<file path="src/rtl/decode_execute_register.sv">
// ============================================================================
// Module   : decode_execute_register
// Brief    : ID/EX pipeline register with load-use bubble insertion, memory
//            stall hold and branch squash. Optional macro HAZARD_STATS_EN adds
//            saturating bubble and stall-cycle counters.
// Revision : 1.0 - initial release
// ============================================================================
`default_nettype none

module decode_execute_register #(
  parameter int DATA_WIDTH      = 32,
  parameter int REG_INDEX_WIDTH = 5,
  parameter int CTRL_WIDTH      = 8
) (
  input  logic                       clk,
  input  logic                       reset,
`ifdef HAZARD_STATS_EN
  output logic [31:0]                bubbleCount,
  output logic [31:0]                stallCycleCount,
`endif
  input  logic                       decodeValid,
  input  logic [DATA_WIDTH-1:0]      decodePc,
  input  logic [DATA_WIDTH-1:0]      decodeReadData1,
  input  logic [DATA_WIDTH-1:0]      decodeReadData2,
  input  logic [DATA_WIDTH-1:0]      decodeImmediate,
  input  logic [REG_INDEX_WIDTH-1:0] decodeReadRegisterIndex1,
  input  logic [REG_INDEX_WIDTH-1:0] decodeReadRegisterIndex2,
  input  logic [REG_INDEX_WIDTH-1:0] decodeWriteRegisterIndex,
  input  logic                       decodeIsRegisterWrite,
  input  logic                       decodeIsMemoryRead,
  input  logic [CTRL_WIDTH-1:0]      decodeControl,
  input  logic                       memoryStall,
  input  logic                       branchFlush,
  output logic                       decodeStall,
  output logic                       executeValid,
  output logic [DATA_WIDTH-1:0]      executePc,
  output logic [DATA_WIDTH-1:0]      executeReadData1,
  output logic [DATA_WIDTH-1:0]      executeReadData2,
  output logic [DATA_WIDTH-1:0]      executeImmediate,
  output logic [REG_INDEX_WIDTH-1:0] executeReadRegisterIndex1,
  output logic [REG_INDEX_WIDTH-1:0] executeReadRegisterIndex2,
  output logic [REG_INDEX_WIDTH-1:0] executeWriteRegisterIndex,
  output logic                       executeIsRegisterWrite,
  output logic                       executeIsMemoryRead,
  output logic [CTRL_WIDTH-1:0]      executeControl
);

  typedef enum logic [1:0] {
    S_RUN    = 2'd0,
    S_HOLD   = 2'd1,
    S_BUBBLE = 2'd2
  } state_t;

  typedef struct packed {
    logic                       valid;
    logic [DATA_WIDTH-1:0]      pc;
    logic [DATA_WIDTH-1:0]      readData1;
    logic [DATA_WIDTH-1:0]      readData2;
    logic [DATA_WIDTH-1:0]      immediate;
    logic [REG_INDEX_WIDTH-1:0] readIndex1;
    logic [REG_INDEX_WIDTH-1:0] readIndex2;
    logic [REG_INDEX_WIDTH-1:0] writeIndex;
    logic                       isRegisterWrite;
    logic                       isMemoryRead;
    logic [CTRL_WIDTH-1:0]      control;
  } payload_t;

  state_t   r_state;
  payload_t r_ex;
  payload_t w_dec;
  logic     w_loadUseHazard;

  assign w_dec = '{
    valid:           decodeValid,
    pc:              decodePc,
    readData1:       decodeReadData1,
    readData2:       decodeReadData2,
    immediate:       decodeImmediate,
    readIndex1:      decodeReadRegisterIndex1,
    readIndex2:      decodeReadRegisterIndex2,
    writeIndex:      decodeWriteRegisterIndex,
    isRegisterWrite: decodeIsRegisterWrite,
    isMemoryRead:    decodeIsMemoryRead,
    control:         decodeControl
  };

  // A bubble never sits behind itself: the state gate makes the single-bubble
  // property explicit even though executeValid=0 already implies it.
  assign w_loadUseHazard = decodeValid & r_ex.valid & r_ex.isMemoryRead &
                           (r_ex.writeIndex != '0) &
                           ((decodeReadRegisterIndex1 == r_ex.writeIndex) |
                            (decodeReadRegisterIndex2 == r_ex.writeIndex)) &
                           (r_state != S_BUBBLE);

  assign decodeStall = ~reset & (memoryStall | (~branchFlush & w_loadUseHazard));

  always_ff @(posedge clk) begin
    if (reset) begin
      r_ex    <= '0;
      r_state <= S_RUN;
    end else if (memoryStall) begin
      r_state <= S_HOLD;
    end else if (branchFlush) begin
      r_ex    <= '0;
      r_state <= S_RUN;
    end else if (w_loadUseHazard) begin
      r_ex    <= '0;
      r_state <= S_BUBBLE;
    end else begin
      r_ex    <= w_dec;
      r_state <= S_RUN;
    end
  end

`ifdef HAZARD_STATS_EN
  logic [31:0] r_bubbleCount;
  logic [31:0] r_stallCycleCount;

  always_ff @(posedge clk) begin
    if (reset) begin
      r_bubbleCount     <= '0;
      r_stallCycleCount <= '0;
    end else begin
      if (memoryStall && (r_stallCycleCount != 32'hFFFF_FFFF))
        r_stallCycleCount <= r_stallCycleCount + 32'd1;
      if (!memoryStall && !branchFlush && w_loadUseHazard &&
          (r_bubbleCount != 32'hFFFF_FFFF))
        r_bubbleCount <= r_bubbleCount + 32'd1;
    end
  end

  assign bubbleCount     = r_bubbleCount;
  assign stallCycleCount = r_stallCycleCount;
`endif

  assign executeValid              = r_ex.valid;
  assign executePc                 = r_ex.pc;
  assign executeReadData1          = r_ex.readData1;
  assign executeReadData2          = r_ex.readData2;
  assign executeImmediate          = r_ex.immediate;
  assign executeReadRegisterIndex1 = r_ex.readIndex1;
  assign executeReadRegisterIndex2 = r_ex.readIndex2;
  assign executeWriteRegisterIndex = r_ex.writeIndex;
  assign executeIsRegisterWrite    = r_ex.isRegisterWrite;
  assign executeIsMemoryRead       = r_ex.isMemoryRead;
  assign executeControl            = r_ex.control;

endmodule

`default_nettype wire

</file>
<file path="config.mk">
export PLATFORM = sky130hd
export DESIGN_NAME = decode_execute_register
export DESIGN_NICKNAME = d
export VERILOG_FILES = /design/src/rtl/decode_execute_register.sv
export SDC_FILE = /design/constraint.sdc
export NUM_CORES = 1
export LEC_CHECK = 0
export CELL_PAD_IN_SITES_DETAIL_PLACEMENT = 1
export CELL_PAD_IN_SITES_GLOBAL_PLACEMENT = 2
export CORE_ASPECT_RATIO = 0.8
export CORE_MARGIN = 2
export CORE_UTILIZATION = 37
export CTS_CLUSTER_DIAMETER = 200
export DETAILED_ROUTE_END_ITERATION = 8
export DONT_BUFFER_PORTS = 1
export HOLD_SLACK_MARGIN = 0.08
export PLACE_DENSITY = 0.81
export SLEW_MARGIN = 40
export SYNTH_ARGS = -nofsm -noshare
export SYNTH_HDL_FRONTEND = slang
export SYNTH_SLANG_ARGS = --single-unit
</file>
<file path="constraint.sdc">
create_clock -name clk -period 4.4 [get_ports clk]
set_clock_uncertainty 0.2 [all_clocks]
set_input_delay 0.44 -clock clk [delete_from_list [all_inputs] [get_ports clk]]
set_output_delay 0.44 -clock clk [all_outputs]
set_load 0.02 [all_outputs]
</file>
==> impl_metrics.ini <==
[clock_tree]
postCtsSetupBuffers = 0
hold_buffers = 154
cts_buffers = 17
cts_tree = yes
path_clk_slew_ps = 60
clockBufferDepth = 2
clk_latency_ps = 420
postCtsResizedCells = 0
cts_sinks = 156
clock-root-buffer = clkbuf_16
htree_num_levels = 4

[place]
io_buffers = 0
hpwl_um = 12900
place.gp.congestion = 0.731

[synthesis]
synth_cell_types = 20
ys_seq_elements = 156
synthTopCellsByArea = dfxtp_1, a32oi_1, o21ai_0, nand2_1, clkbuf_1
synth_cells = 727
syn_area_per_cell_sq_um = 8.86
synth_nets = 885
synth.cell_area_sq_um = 6440
synth_top_area_share = 0.485
seq_area_frac_synth = 0.485
ys_warn_count = 0
yosys.area.top_type = dfxtp_1

[detailed_routing]
via_per_inst = 6.06
firstDrtPassIters = 4
num_vias = 6443
post_drt_wl_per_cell_um = 21.8
routed_wl_um = 23200
drtIter0Drc = 349
drc_errors = 0
postRouteAntennaNets = 0

[pwr]
power_leakage_nw = 2.82
powerDensity_nw_per_um2 = 420
ir_drop_uv = 247

[final_layout]
drive_above_1_share = 0.0526
postLayoutCoreUtil = 0.498
layout_common_cells = nand2_1, dfxtp_1, a32oi_1, dlygate4sd3_1, o21ai_0
nFillCells = 1905
layout.nets = 982
synthToLayoutAreaGrowth_pct = 33.2

[timing]
finalSetupViolCount = 0
finalSetupTns_ps = 0
fmax_mhz = 323
fin_crit_sh = 0.704
rsz0062_at_grt = no
hold_viol = 0
tightest_slew_ps = 802
min_period_ps = 3100
report.final.slew_viol_count = 0
relSlewSlack = 0.465

[grt]
first_global_vias = 6543
grt_overflow = 0
grt_pass1_wl_um = 34400
grt_use_total = 0.234
grt_max_degree = 188
grt_antenna_before_repair = 0

[floorplan]
coreArea_sq_um = 17200
rows = 43
die_x_um = 152
die_h_um = 122
ios = 313
start_util = 0.374
die-area_sq_um = 18500

[run]
drv_cap = 0

[setup_path]
worstSetupStartpointType = register
end_kind = primary output
path_class = register to primary output
arrival_ps = 2460
required_ps = 3760
crit_fanout = 21

[worst_hold_path]
hp-class = input pin to register

[outcome]
status = finished, final reports clean
==> metal layers <==
layer	GRT usage	up-vias	wire [um]	share of wire
met5	0	-	0	0
met3	0.0779	55	1800	0.077
met2	0.423	258	12000	0.52
li1	-	2961	-	-
met4	0.103	0	685	0.029
met1	0.248	3169	8780	0.38
==> through the flow <==
| step | setup WS, ps | instance area (sq um) | hold WS, ps | instances | power (mW) |
|---|---|---|---|---|---|
| after floorplan | 2070 | 6440 | 373 | 727 | 1.91 |
| after global placement | 1680 | 6430 | 374 | 876 | 1.97 |
| after detailed placement | 1610 | 6430 | 388 | 876 | 1.99 |
| after CTS | 1290 | 8570 | 329 | 1062 | 3.61 |
| after global routing | 1190 | 8570 | 283 | 1062 | 3.73 |
| final | 1300 | 8580 | 276 | 1064 | 3.60 |
==> kinds of logic after synthesis <==
kind of cell,synth area share
AOI/OAI and AO/OA,0.333
xor gates and xnor gates,0.0136
buffers and inverters,0.0688
DFF,0.485
and+or+nand+nor,0.0995
==> report_power, final <==
part / internal, mW / switching, mW / total, mW
Clock: 0.871 / 0.619 / 1.49
Combinational: 0.174 / 0.192 / 0.367
Sequential: 1.52 / 0.222 / 1.74
==> state kept, by name, indices dropped and copies added (netlist names) <==
name,flops
executeReadRegisterIndex2,5
executeIsMemoryRead,1
executeReadRegisterIndex1,5
executeImmediate,32
executeReadData1,32
executeValid,1
executePc,32
executeIsRegisterWrite,1
executeWriteRegisterIndex,5
executeControl,8
r_state,2
executeReadData2,32
==> synth_stat cells, drive strengths merged <==
master	number
nand3	2
nor3	2
a21o	1
nand2b	1
buf	21
clkbuf	64
xnor2	10
o22ai	1
and3b	1
dfxtp	156
or4	1
and3	1
nor2b	1
o211ai	1
nand2	156
a32oi	154
o21ai	154
==> worst paths after layout <==
| check | from | to | slack (ps) | cells after the start |
|---|---|---|---|---|
| hold / removal | reset | r_state[0] | 280 | 2 |
| setup / recovery | executeWriteRegisterIndex[1] | decodeStall | 1300 | 4 |
| setup reg to reg | executeWriteRegisterIndex[1] | executeImmediate[4] | 1470 | 5 |
| hold reg to reg | executeReadData1[31] | executeReadData1[31] | 440 | 2 |
==> worst max-delay path, cell delays in order, from the launching register on <==
cell and delay, ps:
dfxtp_1 440, or4_1 600, o211ai_4 590, nor3_1 110, a21o_1 280
==> final cells by class <==
| cell class | count | area [sq um] | area share |
|---|---|---|---|
| sequential | 156 | 3120 | 0.364 |
| antenna | 2 | 5.00 | 0.000583 |
| clock buffer | 20 | 457 | 0.0532 |
| clock inverter | 12 | 140 | 0.0163 |
| timing repair buffer | 163 | 1660 | 0.194 |
| tap | 225 | 282 | 0.0328 |
| multi-input combinational | 486 | 2910 | 0.339 |
(Power assumes the default switching activity.)
